<file path="config.mk">
export PLATFORM = sky130hd
export DESIGN_NAME = ip_2_mac
export DESIGN_NICKNAME = d
export VERILOG_FILES = /design/src/rtl/ip_2_mac.sv
export SDC_FILE = /design/constraint.sdc
export NUM_CORES = 1
export LEC_CHECK = 0
export ABC_CLOCK_PERIOD_IN_PS = 3200
export CAP_MARGIN = 10
export CORE_MARGIN = 8
export CORE_UTILIZATION = 30
export CTS_BUF_LIST = sky130_fd_sc_hd__clkbuf_4
export DETAILED_ROUTE_END_ITERATION = 10
export GPL_TIMING_DRIVEN = 0
export RECOVER_POWER = 50
export SYNTH_ARGS = -nofsm -noshare
export SYNTH_HDL_FRONTEND = slang
export SYNTH_SLANG_ARGS = --single-unit
</file>
<file path="constraint.sdc">
create_clock -name clk -period 3.2 [get_ports clk]
set_input_delay 0.48 -clock clk [delete_from_list [all_inputs] [get_ports clk]]
set_output_delay 0.48 -clock clk [all_outputs]
set_load 0.02 [all_outputs]
</file>
<file path="src/rtl/ip_2_mac.sv">
// IPv4-to-MAC resolution cache: small fully-associative table with registered lookup.
// Writes update a matching slot, else fill the lowest free slot, else replace round-robin.
module ip_2_mac #(
  parameter int unsigned ENTRIES = 8
) (
  input  logic        clk,
  input  logic        reset,
  input  logic [31:0] ip,
  output logic [47:0] mac_o,
  output logic        found,
  input  logic [31:0] ip_i,
  input  logic [47:0] mac_i,
  input  logic        wea
);

  localparam int unsigned IdxW = $clog2(ENTRIES);

  logic [ENTRIES-1:0] valid_q;
  logic [31:0]        ip_q  [ENTRIES];
  logic [47:0]        mac_q [ENTRIES];
  logic [IdxW-1:0]    rp_q;

  logic            hit;
  logic [47:0]     hit_mac;
  logic            wr_match;
  logic [IdxW-1:0] wr_match_idx;
  logic            wr_free;
  logic [IdxW-1:0] wr_free_idx;
  logic            wr_en;
  logic            wr_replace;
  logic [IdxW-1:0] wr_idx;

  // Valid IPs are unique, so OR-reducing the hit MACs yields the single match.
  always_comb begin
    hit     = 1'b0;
    hit_mac = '0;
    for (int i = 0; i < ENTRIES; i++) begin
      if (valid_q[i] && (ip_q[i] == ip) && (ip != 32'd0)) begin
        hit     = 1'b1;
        hit_mac = hit_mac | mac_q[i];
      end
    end
  end

  always_comb begin
    wr_match     = 1'b0;
    wr_match_idx = '0;
    for (int i = 0; i < ENTRIES; i++) begin
      if (valid_q[i] && (ip_q[i] == ip_i)) begin
        wr_match     = 1'b1;
        wr_match_idx = IdxW'(i);
      end
    end
  end

  // Scan downwards so the last assignment wins with the lowest free index.
  always_comb begin
    wr_free     = 1'b0;
    wr_free_idx = '0;
    for (int i = ENTRIES - 1; i >= 0; i--) begin
      if (!valid_q[i]) begin
        wr_free     = 1'b1;
        wr_free_idx = IdxW'(i);
      end
    end
  end

  always_comb begin
    wr_en      = wea && (ip_i != 32'd0);
    wr_replace = wr_en && !wr_match && !wr_free;
    if (wr_match) begin
      wr_idx = wr_match_idx;
    end else if (wr_free) begin
      wr_idx = wr_free_idx;
    end else begin
      wr_idx = rp_q;
    end
  end

  always_ff @(posedge clk or negedge reset) begin
    if (!reset) begin
      found   <= 1'b0;
      mac_o   <= '0;
      valid_q <= '0;
      rp_q    <= '0;
      for (int i = 0; i < ENTRIES; i++) begin
        ip_q[i]  <= '0;
        mac_q[i] <= '0;
      end
    end else begin
      found <= hit;
      mac_o <= hit_mac;
      if (wr_en) begin
        valid_q[wr_idx] <= 1'b1;
        ip_q[wr_idx]    <= ip_i;
        mac_q[wr_idx]   <= mac_i;
      end
      if (wr_replace) begin
        rp_q <= rp_q + 1'b1;
      end
    end
  end

endmodule

</file>
==> key figures, run 1 <==
Logic synthesis
  • Top cell type's share of synthesized area: 51.4%
  • Post-synthesis sequential area ratio: 51.4%
  • Cells after Synth: between 2000 and 3000
  • Primary FF master, synth: dfrtp_1
  • #FFs+latches synth: 700
  • Largest cells by area after synthesis: dfrtp_1 (51%), mux2_2 (17%), xor2_1 (12%)
  • Syn avg cell area: 13.0 sq um
  • FFs w/ async S/R, synth: between 90% and 100%
  • Post-synth EDFFs: 0
  • Synth Net Count: 2736
  • Cell taking the most area after synthesis: dfrtp_1
  • Synth Warn #: 0
  • Number of library cell types mapped by synthesis: 46
  • Syn Std Cell Area: 34100 sq um

STA
  • Peak Freq: 282 MHz
  • Hold_ws: 0.176 ns
  • Final count of hold timing violations: 0
  • Final slew viol count: 142
  • Sum Neg Setup Slack: -149.97 ns
  • Final period utilization: 111%
  • Worst Tran Pin Value: 1.63 ns
  • Final min period: 3.54 ns
  • Clock Skew: 0.108 ns
  • Final setup fails: 691
  • Relative slew slack: -8.47%
  • Final worst slack: -0.342 ns
  • RSZ-0062 raised after global routing: yes

Placement
  • Placed Cells: 4235
  • Port Buffer Count: 99
  • Dpl cell area: 37800 sq um
  • HPWL Detailed: 88.9 mm
  • GPL Wtd Cong: 0.964
  • Post-Place Setup Slack: -2.30 ns

Critical path
  • Critical path arrival: 4.47 ns
  • Critical path type: reg -> reg
  • Reg2reg start: ip_q[96]
  • Crit-path max FO: 10
  • CP startpoint: ip_q[96]
  • Setup crit end kind: flip-flop
  • Buf+Inv Stages, Crit Path: 4
  • CP Cell Sequence: xor2_1 -> nor4_1 -> nand4_1 -> or3_4 -> nand4_1 -> nor3_2 -> or3_4 -> buf_6 -> nor3_4 -> buf_6 -> clkbuf_16 -> buf_12 -> mux2_4
  • Req. time, crit path: 4.13 ns
  • Critical path startpoint category: flip-flop
  • Critical Path Max Stage Delay: 0.51 ns
  • Worst path slowest cell: dfrtp_2
  • Crit-path leading delay family: simple AND/OR/NAND/NOR gates

CTS
  • CTS max path bufs: 3
  • Clock Latency Late Sink: 1.10 ns
  • Clk root buf: clkbuf_4
  • Clock transition at the registers of the reported paths: 0.06 ns
  • # H-tree levels: 4
  • Number of CTS-inserted buffers: 187
  • CTS Sinks: 700
  • CTS tree: built

Cells and area
  • Layout Cells excl Fill: 4647
  • Core Util, Final: 38.2%
  • Share of layout cells above drive strength 1: between 30% and 40%
  • Final Cell Area: roughly 43000 sq um
  • Layout fillers: between 10000 and 15000
  • Register Area: about 18000 sq um
  • Area of the multi-input gates: 16700 sq um
  • Area growth syn-to-layout: 26.4%
  • Layout net count: between 3000 and 4000

Floorplanning
  • Starting Density: just over 30%
  • Row count: 123
  • Die area: 125000 sq um
  • Die height: 353 um
  • Top-Level Pins: about 160
  • Core ar.: 113000 sq um
  • Die Wd: approximately 350 um

Detailed routing
  • Via-to-Cell Ratio: roughly 5.4
  • Vias: 25278
  • DR WL/cell: approximately 30 um
  • DRT Pass-1 Iters: 6
  • Initial DRC Count: 2527
  • Post-route DRC: 0
  • Total wire length: 138 mm
  • Post-route ant nets: 0

Status
  • Status: finished, violations left
  • Failing checks: max-capacitance violations, max-slew violations, negative setup slack

Pwr
  • Worst vdd ir: 0.505 mV
  • P per Cell Area: 1060 nW/um^2
  • PnR Total Power: between 40 and 50 mW
  • Pleak: 18.3 nW

Global route
  • Vias in the first global route: 25271
  • First-pass GRT wire length: between 150 and 200 mm
  • GRT overflow: 0
  • Largest net degree at the start of global routing: roughly 120
  • Total track usage: 20.7%
  • Antenna violations before repair: 22

Job
  • Max-cap violation count: 2

Min path
  • Hold crit path type: in -> reg
  • Worst min-delay path startpoint: ip_i[0]
==> cell families after synthesis <==
group                      synth area share, %
muxes                                     21.2
adders and majority gates               0.0367
xor gates and xnor gates                  13.2
DFF                                       51.4
and+or+nand+nor                           6.11
AOI/OAI and AO/OA                         4.87
buffers and inverters                     3.20
==> cells in the mapped netlist, types with 4 or more instances <==
cell	instances
nor4b_1	5
nand4b_1	4
nor3_1	20
o21ai_0	5
inv_1	4
nand2_1	15
mux2_1	125
nor2_1	8
nand4_1	35
nor4_1	153
dfrtp_1	700
a22oi_1	97
buf_6	24
a22o_1	48
buf_4	11
nand3_1	79
buf_1	9
clkbuf_1	97
or2_2	5
nand2b_1	5
or3_1	6
xor2_1	457
a221oi_1	48
mux2_2	516
buf_2	65
xnor2_1	56
==> layout make-up <==
| type | count | share of cell area (%) |
|---|---|---|
| inverter | 4 | 0.0349 |
| clock inverter | 53 | 0.848 |
| sequential | 700 | 40.7 |
| timing repair buffer | 190 | 5.91 |
| buffer | 206 | 4.61 |
| tap | 1500 | 4.36 |
| antenna | 14 | 0.0814 |
| multi-input combinational | 1710 | 38.7 |
| clock buffer | 270 | 4.71 |
==> path summary, 6_finish.rpt <==
check                                   to  slack [ns]  cells past startpoint
worst max-delay path            mac_q[179]       -0.34                     13
worst min-delay path              ip_q[96]        0.18                      3
worst max register to register  mac_q[179]       -0.34                     13
worst min register to register   mac_o[38]        0.48                      2
max in group asynchronous       mac_q[302]        0.19                      6
min in group asynchronous         ip_q[99]        0.67                      4
==> metal layers <==
layer / up-vias / wire length (um) / track usage [%]
met4: 18 / 6140 / 9.18
met5: - / 174 / 0.423
met3: 364 / 14600 / 7.14
met1: 13184 / 56500 / 26.9
met2: 1355 / 61100 / 31.1
li1: 10357 / - / -
==> layout by cell type, fill, tap and decap left out, types with 19 or more instances in the layout <==
master,n
buf_6,24
buf_12,54
nor4_2,22
nor4_1,122
nand3_1,78
clkbuf_4,274
clkbuf_16,33
clkbuf_1,65
mux2_1,20
mux2_4,209
mux2_2,412
nor3_1,19
clkinv_1,31
nand4_1,35
a221oi_1,48
clkbuf_2,30
a22o_1,48
xor2_1,446
buf_4,34
dfrtp_1,690
a22oi_1,97
buf_8,23
clkdlybuf4s50_1,98
xnor2_1,56
==> what timing repair did <==
action,4_1_cts,5_1_grt
pin swaps,18,12
hold buffers,3,0
setup endpoints to repair,696,696
gates cloned,1,34
resized for setup,195,243
setup buffers,14,18
endpoints found under the hold margin,218,0
==> where the power goes <==
part / internal [mW] / switching [mW]
Clock: 4.14 / 4.06
Combinational: 12.1 / 8.39
Sequential: 13.2 / 3.90
==> flip-flops by register name, indices dropped and copies added, names as in the netlist <==
name	flops
found	1
ip_q	256
mac_o	48
mac_q	384
rp_q	3
valid_q	8
==> worst min-delay path: cells and delay by family <==
family,cells,cell delay [ns]
multiplexers,1,0.21
buffers and inverters,2,0.51
Note: power is estimated with default switching activity, not from simulation.
==> inputs of run 2 (changes only) <==
--- a/config.mk
+++ b/config.mk
@@ -5,7 +5,7 @@
 export SDC_FILE = /design/constraint.sdc
 export NUM_CORES = 1
 export LEC_CHECK = 0
-export ABC_CLOCK_PERIOD_IN_PS = 3200
+export ABC_CLOCK_PERIOD_IN_PS = 3800
 export CAP_MARGIN = 10
 export CORE_MARGIN = 8
 export CORE_UTILIZATION = 30
==> constraint.sdc (replaced) <==
create_clock -name clk -period 3.8 [get_ports clk]
set_input_delay 0.57 -clock clk [delete_from_list [all_inputs] [get_ports clk]]
set_output_delay 0.57 -clock clk [all_outputs]
set_load 0.02 [all_outputs]
==> key figures, run 2 (same netlist as run 1, synthesis figures left out) <==
Status
  • Status: finished, violations left
  • Failing checks: max-capacitance violations, max-slew violations, negative setup slack

Pwr
  • PnR Total Power: 33.9 mW (-26%)
  • Worst vdd ir: 0.368 mV (-27%)
  • Pleak: 17.0 nW (-7.0%)
  • P per Cell Area: 846 nW/um^2 (-20%)

Cells and area
  • Largest Register: mac_q
  • Layout fillers: 11223 (+3.2%)
  • Share of layout cells above drive strength 1: 32.4% (-6.5 points)
  • Most frequent cells in the layout: dfrtp_1 (696), mux2_2 (516), xor2_1 (457), clkbuf_4 (273), nor4_1 (139)
  • Largest regs: mac_q: 384 flops, ip_q: 256 flops, mac_o: 48 flops
  • Area growth syn-to-layout: 17.8%
  • Max reg flops: 384 (unchanged)
  • Layout net count: 3048 (-2.2%)
  • Core Util, Final: 35.6% (-2.6 points)
  • Most common cell after layout, fill and taps aside: dfrtp_1
  • Final Cell Area: 40100 sq um (-6.8%)

Floorplanning
  • Die area: 125000 sq um (unchanged)
  • Row count: 123 (unchanged)
  • Die height: 353 um (unchanged)
  • Top-Level Pins: 164 (unchanged)
  • Die Wd: 353 um (unchanged)
  • Core ar.: 113000 sq um (unchanged)
  • Starting Density: 30.2% (unchanged)

Detailed routing
  • DRT Pass-1 Iters: 5 (-1)
  • DR WL/cell: 28.8 um (-3.5%)
  • Post-route DRC: 0 (unchanged)
  • Post-route ant nets: 0 (unchanged)
  • Total wire length: 132 mm (-4.9%)
  • Initial DRC Count: 2484 (-1.7%)
  • Via-to-Cell Ratio: 5.38 (-1.0%)
  • Vias: 24663 (-2.4%)

Critical path
  • Critical path startpoint category: input pin
  • Crit-path max FO: 11 (+1)
  • R2R Setup Slk: -0.06 ns (+0.28 ns)
  • Req. time, crit path: 4.73 ns (+0.60 ns)
  • Reg2reg start: ip_q[1]
  • Most frequent CP cell: nand4_1
  • Critical Path Max Stage Delay: 0.77 ns (+0.26 ns)
  • CP startpoint: ip_i[13]
  • CP Cell Sequence: buf_2 -> clkbuf_1 -> xnor2_1 -> nand4_1 -> nor4_2 -> nand4_1 -> nand4_1 -> nor3_1 -> or3_1 -> buf_6 -> nor3b_4 -> buf_12 -> buf_8 -> mux2_2
  • Critical path type: in -> reg
  • Setup crit end kind: flip-flop
  • Worst path slowest cell: clkbuf_1
  • Critical path arrival: 4.82 ns (+0.35 ns)

STA
  • Final min period: 3.88 ns
  • Clock Skew: 0.0763 ns (-0.0321 ns)
  • RSZ-0062 raised after global routing: yes
  • Final count of hold timing violations: 0 (unchanged)
  • Relative slew slack: -78.4% (-70 points)
  • Final worst slack: -0.0837 ns (+0.258 ns)
  • Peak Freq: 257 MHz
  • Final setup fails: 55 (-92%)
  • Final slew viol count: 185 (+30%)
  • Hold_ws: 0.0335 ns (-0.142 ns)
  • Final period utilization: 102%
  • Worst Tran Pin Value: 2.68 ns (+1.05 ns)

Min path
  • Hold crit path type: in -> async

Global route
  • Total track usage: 20.5% (-0.25 points)
  • Vias in the first global route: 25095 (-0.70%)
  • First-pass GRT wire length: 186 mm (-1.2%)
  • GRT overflow: 0 (unchanged)
  • Largest net degree at the start of global routing: 122 (+5.2%)
  • Antenna violations before repair: 21 (-4.5%)

CTS
  • CTS tree: built
  • # H-tree levels: 4 (unchanged)
  • Clock transition at the registers of the reported paths: 0.07 ns (about the same)
  • Number of CTS-inserted buffers: 180 (-3.7%)
  • CTS Sinks: 700 (unchanged)
  • Clk root buf: clkbuf_4
  • Clock Latency Late Sink: 1.09 ns (about the same)
  • CTS max path bufs: 3 (unchanged)

Placement
  • Post-Place Setup Slack: -2.03 ns (+0.264 ns)
  • Dpl cell area: 37200 sq um (-1.5%)
  • Port Buffer Count: 99 (unchanged)
  • HPWL Detailed: 87.4 mm (-1.7%)
  • GPL Wtd Cong: 0.933 (-3.2%)

Job
  • Max-cap violation count: 2 (unchanged)
==> run 2: cell types whose count changed in the layout (fill, tap and decap cells not counted), sizes merged <==
cell and delta:
buf -34, clkdlybuf4s50 -49, clkdlybuf4s15 +1, diode +2
clkbuf -32, inv +1, dlygate4sd3 +48, bufinv -3
==> run 2: critical path: cells and delay by family <==
family	cells	cell delay (ns)
AND/OR/NAND/NOR	7	2.00
buffers and inverters	5	1.67
multiplexers	1	0.34
XOR/XNOR	1	0.19
==> run 2: path summary, 6_finish.rpt <==
kind,endpoint,depth (start not counted)
worst min-delay path,ip_q[19],2
min in group clk,mac_q[149],2
worst min register to register,mac_q[151],1
max in group asynchronous,mac_q[265],6
worst max-delay path,mac_q[63],14
worst max register to register,mac_q[63],12
==> run 2: per-layer routing <==
layer  vias to the layer above  GRT usage, %  share of wire [%]  wire length, um
li1                      10243             -                  -                -
met1                     12848          26.6                 41            54200
met2                      1202          31.2                 45            59200
met3                       356          6.14                9.2            12100
met4                        14          9.51                4.6             6050
met5                         -             0              0.073               96
==> run 2: layout make-up <==
type | count | area (sq um) | area share (%)
timing repair buffer | 132 | 1450 | 3.62
sequential | 700 | 17500 | 43.7
buffer | 204 | 1360 | 3.38
antenna | 16 | 40.0 | 0.0998
inverter | 4 | 15.0 | 0.0374
multi-input combinational | 1710 | 15600 | 38.9
clock inverter | 51 | 269 | 0.670
tap | 1500 | 1880 | 4.68
clock buffer | 264 | 1980 | 4.94
==> run 2: metrics by stage <==
step                      setup TNS [ns]  std cells
after floorplan                        0       2620
after global placement                 -       4219
after detailed placement        -1234.05       4232
after CTS                       -0.00834       4553
after global routing               -3.43       4569
final                              -1.87       4581
==> run 2: repair_timing <==
action                                 4_1_cts  5_1_grt
endpoints found under the hold margin       81        0
hold buffers                                 1        0
buffers inserted                             6        6
pin swaps                                    6        6
setup endpoints to repair                  696      584
gates cloned                                 1        2
resized for setup                           77       64
==> run 2: where the power goes <==
| group | switching (mW) | internal (mW) |
|---|---|---|
| Combinational | 5.98 | 7.18 |
| Sequential | 3.10 | 11.1 |
| Clock | 3.35 | 3.21 |
==> inputs of run 3 (changes only) <==
--- a/config.mk
+++ b/config.mk
@@ -12,6 +12,7 @@
 export CTS_BUF_LIST = sky130_fd_sc_hd__clkbuf_4
 export DETAILED_ROUTE_END_ITERATION = 10
 export GPL_TIMING_DRIVEN = 0
+export PLACE_DENSITY = 0.43
 export RECOVER_POWER = 50
 export SYNTH_ARGS = -nofsm -noshare
 export SYNTH_HDL_FRONTEND = slang
==> key figures, run 3 (same netlist as run 1, synthesis figures left out) <==
Status
  • Status: finished, violations left
  • Failing checks: max-capacitance violations, max-slew violations, negative setup slack

Cells and area
  • Most common cell after layout, fill and taps aside: dfrtp_1
  • Layout net count: 3113 (+2.1%)
  • Area growth syn-to-layout: 21.7%
  • Largest regs: mac_q: 384 flops, ip_q: 256 flops, mac_o: 48 flops
  • Most frequent cells in the layout: dfrtp_1 (684), mux2_2 (516), xor2_1 (452), clkbuf_4 (321), nor4_1 (132)
  • Layout fillers: 11127 (-0.86%)
  • Max reg flops: 384 (unchanged)
  • Share of layout cells above drive strength 1: 36.1% (+3.7 points)
  • Largest Register: mac_q

CTS
  • CTS Sinks: 700 (unchanged)
  • CTS tree: built
  • # H-tree levels: 4 (unchanged)
  • Clk root buf: clkbuf_4
  • CTS max path bufs: 3 (unchanged)
  • Clock Latency Late Sink: 1.15 ns (+0.06 ns)
  • Clock transition at the registers of the reported paths: 0.06 ns (about the same)
  • Number of CTS-inserted buffers: 203 (+13%)

Detailed routing
  • Post-route ant nets: 0 (unchanged)
  • DR WL/cell: 32.0 um (+11%)
  • DRT Pass-1 Iters: 6 (+1)
  • Total wire length: 149 mm (+13%)
  • Via-to-Cell Ratio: 5.31 (-1.3%)
  • Post-route DRC: 0 (unchanged)
  • Initial DRC Count: 1744 (-30%)
  • Vias: 24752 (+0.36%)

Global route
  • Antenna violations before repair: 10 (-52%)
  • GRT overflow: 0 (unchanged)
  • Largest net degree at the start of global routing: 124 (+1.6%)
  • First-pass GRT wire length: 207 mm (+11%)
  • Total track usage: 23.3% (+2.8 points)
  • Vias in the first global route: 26391 (+5.2%)

Min path
  • Worst hold stages: 2
  • WHS Endpoint: mac_q[174]
  • Worst min-delay path startpoint: mac_i[30]
  • Hold crit path type: in -> reg

STA
  • Relative slew slack: -68.2% (+10 points)
  • Final min period: 3.90 ns (+0.0137 ns)
  • Final slew viol count: 240 (+30%)
  • Hold_ws: 0.230 ns (+0.196 ns)
  • Final worst slack: -0.0974 ns (-0.0137 ns)
  • Sum Neg Setup Slack: -7.27 ns (-5.40 ns)
  • Final count of hold timing violations: 0 (unchanged)
  • Worst Tran Pin Value: 2.52 ns (-0.154 ns)
  • RSZ-0062 raised after global routing: yes
  • Final setup fails: 169 (+210%)
  • Peak Freq: 257 MHz (-0.35%)
  • Clock Skew: 0.109 ns (+0.0331 ns)
  • Final period utilization: 103% (+0.36 points)

Critical path
  • Crit-path max FO: 10 (-1)
  • Setup crit end kind: flip-flop
  • Critical path type: in -> reg
  • R2R Setup Slk: 0.02 ns (+0.08 ns)
  • Reg2reg start: ip_q[210]
  • Reg2Reg Depth: 11 (-1)
  • Critical path startpoint category: input pin
  • Req. time, crit path: 4.76 ns (+0.03 ns)
  • R2r endpoint: ip_q[37]
  • Critical path arrival: 4.85 ns (+0.03 ns)

Floorplanning
  • Die height: 353 um (unchanged)
  • Starting Density: 30.2% (unchanged)
  • Die area: 125000 sq um (unchanged)
  • Die Wd: 353 um (unchanged)
  • Top-Level Pins: 164 (unchanged)
  • Core ar.: 113000 sq um (unchanged)
  • Row count: 123 (unchanged)

Placement
  • Port Buffer Count: 99 (unchanged)
  • GPL Wtd Cong: 0.920 (-1.4%)
  • HPWL Detailed: 103 mm (+17%)

Pwr
  • P per Cell Area: 870 nW/um^2 (+2.8%)
  • Worst vdd ir: 0.327 mV (-11%)
  • Pleak: 17.6 nW (+3.4%)
  • PnR Total Power: 36.1 mW (+6.3%)

Job
  • Max-cap violation count: 3 (+1)
==> run 3: changes by cell type in the layout (fill, tap and decap cells not counted), moves of 13 or more <==
| cell | previous run | this run |
|---|---|---|
| clkbuf_4 | 273 | 321 |
| clkdlybuf4s50_1 | 49 | 81 |
| dlygate4sd3_1 | 50 | 19 |
| buf_4 | 15 | 42 |
| buf_8 | 10 | 23 |
| mux2_1 | 125 | 112 |
| mux2_4 | 0 | 13 |
==> run 3: final cells by class <==
| cell class | count | area (sq um) | area share, % |
|---|---|---|---|
| flip-flops and latches | 700 | 17500 | 42.3 |
| multi-input cells | 1710 | 15800 | 38.1 |
| clock buffers | 312 | 2340 | 5.65 |
| repair buffers | 177 | 2170 | 5.23 |
| well taps | 1500 | 1880 | 4.52 |
| plain buffers | 201 | 1400 | 3.38 |
| clock inverters | 46 | 303 | 0.730 |
| diodes | 10 | 25.0 | 0.0603 |
| inverters | 4 | 15.0 | 0.0362 |
==> run 3: timing repair <==
| action | in CTS | in global routing |
|---|---|---|
| hold buffers | 3 | 0 |
| gates cloned | 4 | 8 |
| resized for setup | 127 | 85 |
| setup endpoints to repair | 696 | 630 |
| buffers inserted | 20 | 6 |
| endpoints found under the hold margin | 248 | 0 |
| pin swaps | 21 | 19 |
==> run 3: per-layer routing <==
metal | wire length [um] | global-route usage, %
met1 | 63300 | 29.8
met4 | 6800 | 10.9
met2 | 70300 | 37.7
met5 | 27 | 0
met3 | 8630 | 4.94
==> run 3: worst max path at each step <==
stage / from / to / slack (ns) / depth (start not counted)
after floorplan: ip_i[13] / mac_q[167] / 0.23 / 13
after global placement: reset / mac_o[22] / -29.99 / 1
after detailed placement: ip_i[12] / mac_q[264] / -2.92 / 13
after CTS: ip_q[191] / mac_q[334] / -0.003 / 14
after global routing: ip_q[183] / ip_q[108] / -0.01 / 15
final: ip_i[7] / ip_q[110] / -0.1 / 15
==> run 3: power breakdown <==
group          switching [mW]  internal (mW)
combinational            6.61           7.80
sequential               3.17           11.1
clock                    3.52           3.83
==> run 3: worst max-delay path, cell delays in order <==
cell and delay (ns):
buf_2 0.38, clkbuf_1 0.82, xor2_1 0.23, nor4_1 0.48, nand4_1 0.30, buf_4 0.23
o211a_1 0.12, or3_4 0.43, buf_6 0.15, buf_6 0.12, nor3_4 0.20, buf_12 0.15
buf_12 0.16, clkbuf_16 0.17, mux2_4 0.29
==> run 3: through the flow <==
stage | utilization (%) | setup WS [ns] | instance area, sq um | cells
floorplan | - | 0.227 | 34100 | 2620
global placement | 32.8 | -29.99 | 36900 | 4219
detailed placement | 33.3 | -2.92 | 37500 | 4251
CTS | 36.4 | -0.00347 | 41000 | 4633
global route | 36.8 | -0.0148 | 41500 | 4653
finish | 36.8 | -0.0974 | 41500 | 4660
